==> src/rtl/sprite_draw_ctrl.sv <==
// Box-sprite sequencer: draws, erases, probes and redraws one SPR_W x SPR_H sprite per frame,
// emitting one pixel address (and optional write strobe) per clock toward the frame buffer.
module sprite_draw_ctrl #(
  parameter int unsigned SPR_W    = 4,
  parameter int unsigned SPR_H    = 4,
  parameter int unsigned X_MAX    = 159,
  parameter int unsigned Y_MAX    = 119,
  parameter logic [7:0]  BG_COLOR = 8'h00,
  parameter logic [7:0]  FG_COLOR = 8'hE0
) (
  input  logic       clk,
  input  logic       reset,
  input  logic       start,
  input  logic       stop,
  input  logic       frame_tick,
  input  logic [1:0] dir,
  input  logic [7:0] color_obs,
  output logic [7:0] x,
  output logic [7:0] y,
  output logic [7:0] color_draw,
  output logic       plot,
  output logic       busy,
  output logic       collide,
  output logic [4:0] state
);

  typedef enum logic [4:0] {
    S_IDLE      = 5'd0,
    S_DRAW      = 5'd1,
    S_WAIT      = 5'd2,
    S_ERASE     = 5'd3,
    S_MOVE      = 5'd4,
    S_PROBE     = 5'd5,
    S_PROBE_END = 5'd6
  } state_t;

  localparam logic [8:0] X_LIM   = 9'(X_MAX - SPR_W + 1);
  localparam logic [8:0] Y_LIM   = 9'(Y_MAX - SPR_H + 1);
  localparam logic [3:0] CX_LAST = 4'(SPR_W - 1);
  localparam logic [3:0] CY_LAST = 4'(SPR_H - 1);

  state_t     r_state;
  logic [7:0] r_pos_x, r_pos_y;
  logic [7:0] r_base_x, r_base_y;
  logic [3:0] r_cx, r_cy;
  logic [7:0] r_x, r_y, r_color;
  logic       r_plot, r_busy, r_collide, r_blocked;

  logic       w_last, w_first, w_hit, w_cand_ok;
  logic [3:0] w_cx_nxt, w_cy_nxt;
  logic [7:0] w_scan_x, w_scan_y;
  logic [8:0] w_cand_x, w_cand_y;

  always_comb begin
    w_last   = (r_cx == CX_LAST) && (r_cy == CY_LAST);
    w_first  = (r_cx == '0) && (r_cy == '0);
    w_cx_nxt = (r_cx == CX_LAST) ? '0 : r_cx + 4'd1;
    w_cy_nxt = (r_cx == CX_LAST) ? r_cy + 4'd1 : r_cy;
    w_scan_x = r_base_x + {4'b0000, w_cx_nxt};
    w_scan_y = r_base_y + {4'b0000, w_cy_nxt};
    w_hit    = (color_obs != BG_COLOR);
  end

  // 9-bit candidate: a step below 0 wraps to 9'h1FF and fails the range test
  always_comb begin
    w_cand_x = {1'b0, r_pos_x};
    w_cand_y = {1'b0, r_pos_y};
    case (dir)
      2'd0:    w_cand_x = {1'b0, r_pos_x} + 9'd1;
      2'd1:    w_cand_x = {1'b0, r_pos_x} - 9'd1;
      2'd2:    w_cand_y = {1'b0, r_pos_y} + 9'd1;
      default: w_cand_y = {1'b0, r_pos_y} - 9'd1;
    endcase
    w_cand_ok = (w_cand_x <= X_LIM) && (w_cand_y <= Y_LIM);
  end

  always_ff @(posedge clk or negedge reset) begin
    if (!reset) begin
      r_state   <= S_IDLE;
      r_pos_x   <= '0;
      r_pos_y   <= '0;
      r_base_x  <= '0;
      r_base_y  <= '0;
      r_cx      <= '0;
      r_cy      <= '0;
      r_x       <= '0;
      r_y       <= '0;
      r_color   <= '0;
      r_plot    <= 1'b0;
      r_busy    <= 1'b0;
      r_collide <= 1'b0;
      r_blocked <= 1'b0;
    end else begin
      case (r_state)
        S_IDLE: begin
          r_plot <= 1'b0;
          r_busy <= 1'b0;
          if (start) begin
            r_state  <= S_DRAW;
            r_base_x <= r_pos_x;
            r_base_y <= r_pos_y;
            r_cx     <= '0;
            r_cy     <= '0;
            r_x      <= r_pos_x;
            r_y      <= r_pos_y;
            r_color  <= FG_COLOR;
            r_plot   <= 1'b1;
            r_busy   <= 1'b1;
          end
        end

        S_DRAW: begin
          if (w_last) begin
            r_state <= S_WAIT;
            r_plot  <= 1'b0;
            r_busy  <= 1'b0;
          end else begin
            r_cx <= w_cx_nxt;
            r_cy <= w_cy_nxt;
            r_x  <= w_scan_x;
            r_y  <= w_scan_y;
          end
        end

        S_WAIT: begin
          r_plot <= 1'b0;
          if (stop) begin
            r_state <= S_IDLE;
          end else if (frame_tick) begin
            r_state  <= S_ERASE;
            r_base_x <= r_pos_x;
            r_base_y <= r_pos_y;
            r_cx     <= '0;
            r_cy     <= '0;
            r_x      <= r_pos_x;
            r_y      <= r_pos_y;
            r_color  <= BG_COLOR;
            r_plot   <= 1'b1;
            r_busy   <= 1'b1;
          end
        end

        S_ERASE: begin
          if (w_last) begin
            r_state <= S_MOVE;
            r_plot  <= 1'b0;
          end else begin
            r_cx <= w_cx_nxt;
            r_cy <= w_cy_nxt;
            r_x  <= w_scan_x;
            r_y  <= w_scan_y;
          end
        end

        S_MOVE: begin
          r_cx <= '0;
          r_cy <= '0;
          if (!w_cand_ok) begin
            r_collide <= 1'b1;
            r_state   <= S_DRAW;
            r_base_x  <= r_pos_x;
            r_base_y  <= r_pos_y;
            r_x       <= r_pos_x;
            r_y       <= r_pos_y;
            r_color   <= FG_COLOR;
            r_plot    <= 1'b1;
          end else begin
            r_collide <= 1'b0;
            r_blocked <= 1'b0;
            r_state   <= S_PROBE;
            r_base_x  <= w_cand_x[7:0];
            r_base_y  <= w_cand_y[7:0];
            r_x       <= w_cand_x[7:0];
            r_y       <= w_cand_y[7:0];
          end
        end

        // color_obs lags the address by one clock, so cycle k judges pixel k-1
        S_PROBE: begin
          if (!w_first && w_hit) r_blocked <= 1'b1;
          if (w_last) begin
            r_state <= S_PROBE_END;
          end else begin
            r_cx <= w_cx_nxt;
            r_cy <= w_cy_nxt;
            r_x  <= w_scan_x;
            r_y  <= w_scan_y;
          end
        end

        S_PROBE_END: begin
          r_state <= S_DRAW;
          r_cx    <= '0;
          r_cy    <= '0;
          r_color <= FG_COLOR;
          r_plot  <= 1'b1;
          if (r_blocked || w_hit) begin
            r_collide <= 1'b1;
            r_base_x  <= r_pos_x;
            r_base_y  <= r_pos_y;
            r_x       <= r_pos_x;
            r_y       <= r_pos_y;
          end else begin
            r_pos_x <= r_base_x;
            r_pos_y <= r_base_y;
            r_x     <= r_base_x;
            r_y     <= r_base_y;
          end
        end

        default: begin
          r_state <= S_IDLE;
          r_plot  <= 1'b0;
          r_busy  <= 1'b0;
        end
      endcase
    end
  end

  assign x          = r_x;
  assign y          = r_y;
  assign color_draw = r_color;
  assign plot       = r_plot;
  assign busy       = r_busy;
  assign collide    = r_collide;
  assign state      = r_state;

endmodule

==> config.mk <==
export PLATFORM = sky130hd
export DESIGN_NAME = sprite_draw_ctrl
export DESIGN_NICKNAME = d
export VERILOG_FILES = /design/src/rtl/sprite_draw_ctrl.sv
export SDC_FILE = /design/constraint.sdc
export NUM_CORES = 1
export LEC_CHECK = 0
export CORE_MARGIN = 10
export CORE_UTILIZATION = 59
export DETAILED_ROUTE_END_ITERATION = 12
export GPL_TIMING_DRIVEN = 0
export PLACE_DENSITY = 0.82
export SETUP_SLACK_MARGIN = 0.4
export SYNTH_ARGS = -nofsm -noshare
export SYNTH_HDL_FRONTEND = slang
export SYNTH_SLANG_ARGS = --single-unit
==> constraint.sdc <==
create_clock -name clk -period 4.35 [get_ports clk]
set_input_delay 1.305 -clock clk [delete_from_list [all_inputs] [get_ports clk]]
set_output_delay 1.305 -clock clk [all_outputs]
set_load 0.005 [all_outputs]
==> results of run 1 <==
[cell families (layout without fill, tap and decap cells)]
family	Yosys count	after routing	synth area share
AOI/OAI and AO/OA	182	182	0.244
xor gates and xnor gates	23	23	0.0395
adders and majority gates	24	24	0.0633
buffers and inverters	66	159	0.0620
DFF	64	64	0.314
muxes	35	35	0.0735
other	1	7	0.000735
and+or+nand+nor	194	194	0.203
[tightest hold or removal path, stage by stage (launching register included)]
cell     delay, ns
dfrtp_1       0.35
nand2_1       0.05
o21ai_1       0.07
[power breakdown]
group          switching (W)  leakage [nW]  internal [W]
Sequential          0.000175         0.777      0.000782
Combinational       0.000956          1.88      0.000777
Clock               0.000282         0.110      0.000329
[cell usage after synthesis, types with 10 or more instances]
library cell and number:
clkbuf_1 22, nand2_1 42, dfrtp_1 64, buf_2 10, xnor2_1 14, inv_1 19
mux2_2 16, nand3_1 17, a21oi_1 45, mux2i_1 18, a221oi_1 10, o21ai_0 37
nor2_1 55, ha_1 21
[state kept, by name (all words and copies together) (netlist names)]
register,count
plot,1
color_draw,1
r_pos_y,8
x,8
y,8
r_base_y,8
r_pos_x,8
r_base_x,8
r_cx,4
state,3
busy,1
r_cy,4
collide,1
r_blocked,1
[layout make-up]
class                      instances  area [sq um]
buffer                            46           284
inverter                          20          75.1
multi-input combinational        465          3560
sequential                        64          1600
clock inverter                     7           103
tap                              105           131
timing repair buffer              77           699
clock buffer                       9           124
fill                             563          1720
[per-stage QoR]
| step | hold WS [ns] | cells | util |
|---|---|---|---|
| finish | 0.507 | 793 | 0.792 |
| global route | 0.536 | 793 | 0.792 |
| CTS | 0.510 | 775 | 0.760 |
| detailed placement | 0.490 | 739 | 0.696 |
| global placement | 0.467 | 739 | 0.697 |
| floorplan | 0.473 | 595 | - |
[metal layers]
metal | vias to the layer above | global-route usage | wire length, um
met2 | 469 | 0.436 | 8670
met5 | - | 0 | 0
li1 | 2377 | - | -
met4 | 0 | 0.146 | 916
met3 | 104 | 0.0666 | 2240
met1 | 2614 | 0.343 | 7210
[worst max-delay path by stage]
stage	startpoint	end
finish	dir[1]	plot$_DFFE_PN0P_
floorplan	dir[1]	color_draw[6]$_DFFE_PN0P_
detailed placement	dir[1]	r_base_x[1]$_DFFE_PN0P_
global route	dir[1]	r_base_y[6]$_DFFE_PN0P_
global placement	dir[1]	r_base_x[1]$_DFFE_PN0P_
CTS	dir[0]	r_base_x[4]$_DFFE_PN0P_
[timing repair]
| item | in CTS | in global routing |
|---|---|---|
| pin swaps | 15 | 27 |
| gates resized for setup | 37 | 33 |
| setup buffers | 19 | 17 |
| gates cloned | 1 | 1 |
| setup endpoints to repair | 37 | 36 |
| hold buffers | 0 | 0 |
==> reports/metrics.cfg, run 1 <==
[worst_setup_path]
r2r_cells=13
worstPathRequired_ns=4.59
crit_buf_inv=7
cp_slowest_stage_delay_ns=0.45
path_max_fanout=8
critPathKind=in2reg
r2r_start=r_pos_x[1]$_DFFE_PN0P_
cp.arrival_ns=4.30
cp_top_family=compound AO/OA/AOI/OAI gates
reg2reg_setup_slack_ns=0.72
cp-end-kind=flip-flop
crit_cells=17
rr_endpoint=r_base_x[1]$_DFFE_PN0P_
start_kind=primary input
crit_slowest_cell=fa_2
path_cells=buf_12, buf_8, buf_8, buf_8, nand2b_4, fa_2, a21o_1, a211oi_1, nor3_1, a21o_1, a41o_1, buf_6, nor3_4, buf_6, a21oi_4, buf_4, a21o_1

[final_layout]
fin_area_sq_um=6580
layout-drive-gt1-share=0.221
final_common_cell=dfrtp_1
n_antenna_cell=0
final_cell_mix=dfrtp_1, nor2_1, a21oi_1
final_net_count=722
syn2layout_area_growth_pct=28.9

[worst_hold_path]
worstHoldPathType=reg2reg
whs_path_depth=2
min-delay-start=x[4]$_DFFE_PN0P_
hold_path_end=x[4]$_DFFE_PN0P_

[drt]
drtIter0Drc=668
avgRoutedWirePerCell_um=24.0
drtPass1Iterations=6
detail-route-antenna-nets=0
detailroute.via_count=5564
viasPerCell=7.02
wl_mm=19.0
drc=0

[grt]
grt.total_usage=0.277
grt_pass1_vias=5414
grt-ovfl-total=0
grt_pass1_wl_mm=28.6
grt_max_degree=65
grt_antenna_before_repair=0

[floorplan]
design.die.area_sq_um=12800
coreArea_sq_um=8300
die_h_um=113
ios=47
rows=33
start_util=0.615
die_width_um=113

[timing]
setup_ws_ns=0.293
rsz0062_at_grt=true
fin_crit_ns=4.06
skew_ns=0.0198
relSlewSlack=0.110
setup_violations=0
finalHoldViolCount=0
post-route-period-util=0.933
setup_tns_ns=0
slew_viol_final=0
tightest_slew_ns=1.33
fmax_mhz=246

[place]
gp_congestion=0.980
hpwl_mm=12.7
port_buffers=39
place_area_sq_um=5780
dpl_worst_slack_ns=-0.923

[power_and_ir_drop]
peakVddDrop_uv=378
p_total_w=0.00330
p_leak_nw=2.77
p_per_area_nw_per_um2=502

[synthesis]
synthCells=589
synth_top_cells_by_area=dfrtp_1, ha_1, a21oi_1
synth_area_sq_um=5100
synth_edf_count=0
ys.flop_type=dfrtp_1
synth_cell_types=82
ys_ff_latch=64
async_flop_share=1.00
netlist.area_leader.share=0.314
yosysSeqAreaShare=0.314
avgSynthCellArea_sq_um=8.66
synth_largest_area_cell=dfrtp_1
synth-warning-count=0

[cts]
clock_sinks=64
root_buffer=clkbuf_8
cts_tree=done
clkLatencyLatePin_ns=0.36
clkTransAtPathRegs_ns=0.08
htree_num_levels=3
cts_buffer_depth=2
cts_buffers=9

[status]
status=finished clean

[run]
maxCapViolCount=0

Power figures use the tool's default switching activity.
==> inputs of run 2 (changes only) <==
--- a/config.mk
+++ b/config.mk
@@ -6,10 +6,10 @@
 export NUM_CORES = 1
 export LEC_CHECK = 0
 export CORE_MARGIN = 10
-export CORE_UTILIZATION = 59
+export CORE_UTILIZATION = 55
 export DETAILED_ROUTE_END_ITERATION = 12
 export GPL_TIMING_DRIVEN = 0
-export PLACE_DENSITY = 0.82
+export PLACE_DENSITY = 0.77
 export SETUP_SLACK_MARGIN = 0.4
 export SYNTH_ARGS = -nofsm -noshare
 export SYNTH_HDL_FRONTEND = slang
==> run 2 against run 1 <==
- worst hold slack got worse by 0.024 ns
- sequential share of layout area shrank 0.33 points
- register-to-register slack better by 0.06 ns
- critical path type unchanged
- power decreased by 2.3%
- wire length fell by 1.9%
- final cell count grew 1.1%
- worst setup slack better by 0.015 ns
==> reports/metrics.cfg, run 2 (synthesized netlist as in run 1, its figures left out) <==
[floorplan]
coreArea_sq_um=9150
die_width_um=116
die_h_um=116
start_util=0.558
design.die.area_sq_um=13500
ios=47
rows=35

[grt]
grt_max_degree=65
grtUsageMet3=0.0673
grt_pass1_vias=5237
met2_usage=0.414
grt.busiest_layer=met2
grt_antenna_before_repair=0
grt-ovfl-total=0
grt.total_usage=0.261
grt_util_met1=0.324
grt_pass1_wl_mm=27.5

[drt]
drtIter0Drc=725
drc=0
avgRoutedWirePerCell_um=23.3
detail-route-antenna-nets=0
viasPerCell=6.81
wl_mm=18.7
detailroute.via_count=5464
drtPass1Iterations=6

[final_layout]
instances_no_fill=802
final_cell_mix=dfrtp_1, nor2_1, buf_4
multi_input_area_sq_um=3640
syn2layout_area_growth_pct=30.6
layout-drive-gt1-share=0.249
n_antenna_cell=0
final_common_cell=dfrtp_1
fill_cells=682
final_net_count=725
regArea_sq_um=1600

[worst_setup_path]
reg2reg_setup_slack_ns=0.78
start_kind=primary input
cp.arrival_ns=4.29
cp-end-kind=flip-flop
r2r_cells=13
path_max_fanout=8
startpoint=dir[0]
r2r_start=r_pos_x[1]$_DFFE_PN0P_
critPathKind=in2reg
rr_endpoint=r_base_x[0]$_DFFE_PN0P_
worstPathRequired_ns=4.60

[power_and_ir_drop]
p_leak_nw=2.77
p_total_w=0.00322
peakVddDrop_uv=371
p_per_area_nw_per_um2=483

[timing]
fmax_mhz=247
setup_ws_ns=0.308
post-route-period-util=0.929
setup_violations=0
tightest_slew_ns=1.02
relSlewSlack=0.318
hold-worst-slack_ns=0.484
slew_viol_final=0
finalHoldViolCount=0
fin_crit_ns=4.04
skew_ns=0.0120
rsz0062_at_grt=true
setup_tns_ns=0

[place]
hpwl_mm=12.7
port_buffers=39
dp_cells=745
dpl_worst_slack_ns=-0.930
gp_congestion=0.932

[worst_hold_path]
whs_path_depth=1
hold_path_end=plot$_DFFE_PN0P_
min-delay-start=plot$_DFFE_PN0P_
worstHoldPathType=reg2reg

[cts]
cts_tree=done
cts_hold_buf=0
clkLatencyLatePin_ns=0.36
cts_buffers=9
clkTransAtPathRegs_ns=0.08
cts_buffer_depth=2
htree_num_levels=3
root_buffer=clkbuf_8
clock_sinks=64

[run]
maxCapViolCount=0

[status]
status=finished clean

run 2: cell type report:
cell class                 instances  share of cell area
clock buffer                      10              0.0206
buffer                            46              0.0430
tap                              111              0.0208
timing repair buffer              80               0.112
multi-input combinational        465               0.546
sequential                        64               0.240
clock inverter                     6             0.00657
inverter                          20              0.0113
run 2: worst max-delay path by stage:
stage,endpoint,slack (ns)
after floorplan,color_draw[6]$_DFFE_PN0P_,0.35
after global placement,y[0]$_DFFE_PN0P_,-0.89
after detailed placement,r_base_y[0]$_DFFE_PN0P_,-0.93
after CTS,y[1]$_DFFE_PN0P_,0.41
after global routing,y[3]$_DFFE_PN0P_,0.25
final,color_draw[6]$_DFFE_PN0P_,0.31
run 2: timing repair:
action | in CTS | in global routing
endpoints found under the setup margin | 37 | 32
buffers inserted | 15 | 24
gates cloned | 0 | 2
resized for setup | 26 | 64
hold endpoints to repair | 0 | 0
pin swaps | 15 | 33
run 2: power by group:
group          internal [W]  leakage, nW  switching, W  total [W]
registers          0.000782        0.777      0.000169   0.000951
logic              0.000809         1.91      0.000960    0.00177
clock network      0.000223       0.0809      0.000280   0.000503
run 2: stage by stage:
stage	area (sq um)	util
global placement	5790	0.632
finish	6670	0.729
CTS	6200	0.677
floorplan	5260	-
global route	6670	0.729
detailed placement	5790	0.632
run 2: routing by layer:
metal	vias up	wire [um]
li1	2388	-
met4	0	808
met5	-	0
met1	2574	7140
met2	419	8450
met3	83	2270
run 2: worst max-delay path, stage by stage:
cell and delay (ns):
buf_8 0.10, buf_6 0.11, buf_6 0.11, nand2b_4 0.19, fa_2 0.43, a211oi_2 0.29
nor2_1 0.09, or4_4 0.44, o311ai_4 0.10, a41o_1 0.30, buf_4 0.15, nor3_4 0.04
buf_12 0.14, a21oi_4 0.16, mux2_4 0.32
==> inputs of run 3 (changes only) <==
==> constraint.sdc (replaced) <==
create_clock -name clk -period 4.35 [get_ports clk]
set_input_delay 0.87 -clock clk [delete_from_list [all_inputs] [get_ports clk]]
set_output_delay 0.87 -clock clk [all_outputs]
set_load 0.005 [all_outputs]
==> run 3 against run 2 <==
- critical path depth up 1
- via count is 4.7% lower
- register-to-register slack worse by 0.09 ns
- maximum frequency rose by 4.9%
- design area shrank 7.8%
- largest cell class unchanged
- largest power group unchanged
==> reports/metrics.cfg, run 3 (synthesized netlist as in run 1, its figures left out) <==
[place]
place_area_sq_um=5670
port_buffers=39
gp_congestion=0.958
hpwl_mm=12.2
dpl_worst_slack_ns=-0.918

[final_layout]
n_antenna_cell=0
layout-drive-gt1-share=0.163
final_cell_mix=dfrtp_1, nor2_1, a21oi_1
syn2layout_area_growth_pct=20.5
final_common_cell=dfrtp_1
fin_area_sq_um=6150
final_net_count=695

[drt]
avgRoutedWirePerCell_um=22.3
drtIter0Drc=653
detail-route-antenna-nets=0
drc=0
drtPass1Iterations=6
viasPerCell=6.74
wl_mm=17.2
detailroute.via_count=5207

[power_and_ir_drop]
p_per_area_nw_per_um2=505
p_leak_nw=2.56
peakVddDrop_uv=419
p_total_w=0.00311

[grt]
grt_antenna_before_repair=0
grt.total_usage=0.255
grt_max_degree=65
grt-ovfl-total=0
grt_pass1_wl_mm=27.2
grt_pass1_vias=5339

[worst_setup_path]
path_cells=clkbuf_4, buf_8, buf_6, buf_8, nand2b_4, fa_2, a211oi_2, nor2_1, or4_4, o311ai_4, a41o_1, buf_4, nor3_4, buf_4, a21oi_4, mux2_4
cp.arrival_ns=4.10
startpoint=dir[1]
start_kind=primary input
cp-endpoint=color_draw[6]$_DFFE_PN0P_
r2r_start=r_pos_x[1]$_DFFE_PN0P_
rr_endpoint=color_draw[6]$_DFFE_PN0P_
critPathKind=in2reg
crit_cells=16
path_max_fanout=10
cp-end-kind=flip-flop
cp_top_family=buffers and inverters
crit_slowest_cell=or4_4
worstPathRequired_ns=4.59
cp_slowest_stage_delay_ns=0.50
crit_buf_inv=6
r2r_cells=13
reg2reg_setup_slack_ns=0.69

[timing]
slew_viol_final=0
fin_crit_ns=3.86
relSlewSlack=0.268
finalHoldViolCount=0
setup_violations=0
post-route-period-util=0.886
skew_ns=0.0157
hold-worst-slack_ns=0.482
tightest_slew_ns=1.10
setup_ws_ns=0.495
fmax_mhz=259
rsz0062_at_grt=false

[floorplan]
die_h_um=116
ios=47
die_width_um=116
start_util=0.558
rows=35
coreArea_sq_um=9150
design.die.area_sq_um=13500

[cts]
cts_tree=done
cts_hold_buf=0
htree_num_levels=3
clock_sinks=64
cts_buffers=9
clkLatencyLatePin_ns=0.37
cts_buffer_depth=2
root_buffer=clkbuf_8
clkTransAtPathRegs_ns=0.07

[worst_hold_path]
worstHoldPathType=reg2reg

[run]
maxCapViolCount=0

[status]
status=finished clean

## run 3: changes by cell type in the layout (fill, tap and decap cells not counted), moves of 4 or more
cell	change
buf_4	-22
a21oi_1	+9
a21oi_2	-8
buf_6	-4
ha_1	+4
o21ai_0	+4
## run 3: power breakdown
group | switching [W] | internal (W) | total [W] | leakage [nW]
Clock | 0.000270 | 0.000264 | 0.000534 | 0.0952
Sequential | 0.000164 | 0.000783 | 0.000947 | 0.777
Combinational | 0.000887 | 0.000740 | 0.00163 | 1.69
## run 3: repair_timing
item,in CTS,in global routing
gates resized for setup,29,19
endpoints found under the setup margin,37,37
pin swaps,7,4
cloned,0,0
setup buffers,7,4
## run 3: final cells by class
| type | count | area (sq um) |
|---|---|---|
| plain buffers | 46 | 277 |
| clock buffers | 9 | 124 |
| clock inverters | 7 | 72.6 |
| fillers | 746 | 3000 |
| inverters | 20 | 75.1 |
| multi-input cells | 465 | 3390 |
| flip-flops and latches | 64 | 1600 |
| well taps | 111 | 139 |
| repair buffers | 50 | 467 |
## run 3: worst min path at each step
stage	from	endpoint	slack (ns)	cells after the start
floorplan	x[7]$_DFFE_PN0P_	x[7]$_DFFE_PN0P_	0.47	2
global placement	plot$_DFFE_PN0P_	plot$_DFFE_PN0P_	0.47	1
detailed placement	plot$_DFFE_PN0P_	plot$_DFFE_PN0P_	0.46	1
CTS	plot$_DFFE_PN0P_	plot$_DFFE_PN0P_	0.48	1
global route	plot$_DFFE_PN0P_	plot$_DFFE_PN0P_	0.50	1
finish	plot$_DFFE_PN0P_	plot$_DFFE_PN0P_	0.48	1
## run 3: layer usage
metal / vias to the layer above / wire length [um] / track usage
met4: 0 / 718 / 0.126
met2: 341 / 8110 / 0.408
li1: 2328 / - / -
met5: - / 0 / 0
met3: 67 / 1740 / 0.0709
met1: 2471 / 6650 / 0.308
## run 3: worst reg2reg max path, delay by kind of cell, from the launching register on
kind | cells | cell delay, ns
xor gates and xnor gates | 2 | 0.30
DFF | 1 | 0.47
AOI/OAI and AO/OA | 2 | 0.36
and+or+nand+nor | 4 | 0.95
muxes | 1 | 0.33
adders and majority gates | 1 | 0.24
buffers and inverters | 3 | 0.86
## run 3: through the flow
stage / TNS [ns] / instances / utilization
floorplan: 0 / 595 / -
global placement: -20.89 / 745 / 0.620
detailed placement: -24.03 / 745 / 0.619
CTS: 0 / 768 / 0.660
global route: 0 / 772 / 0.672
finish: 0 / 772 / 0.672
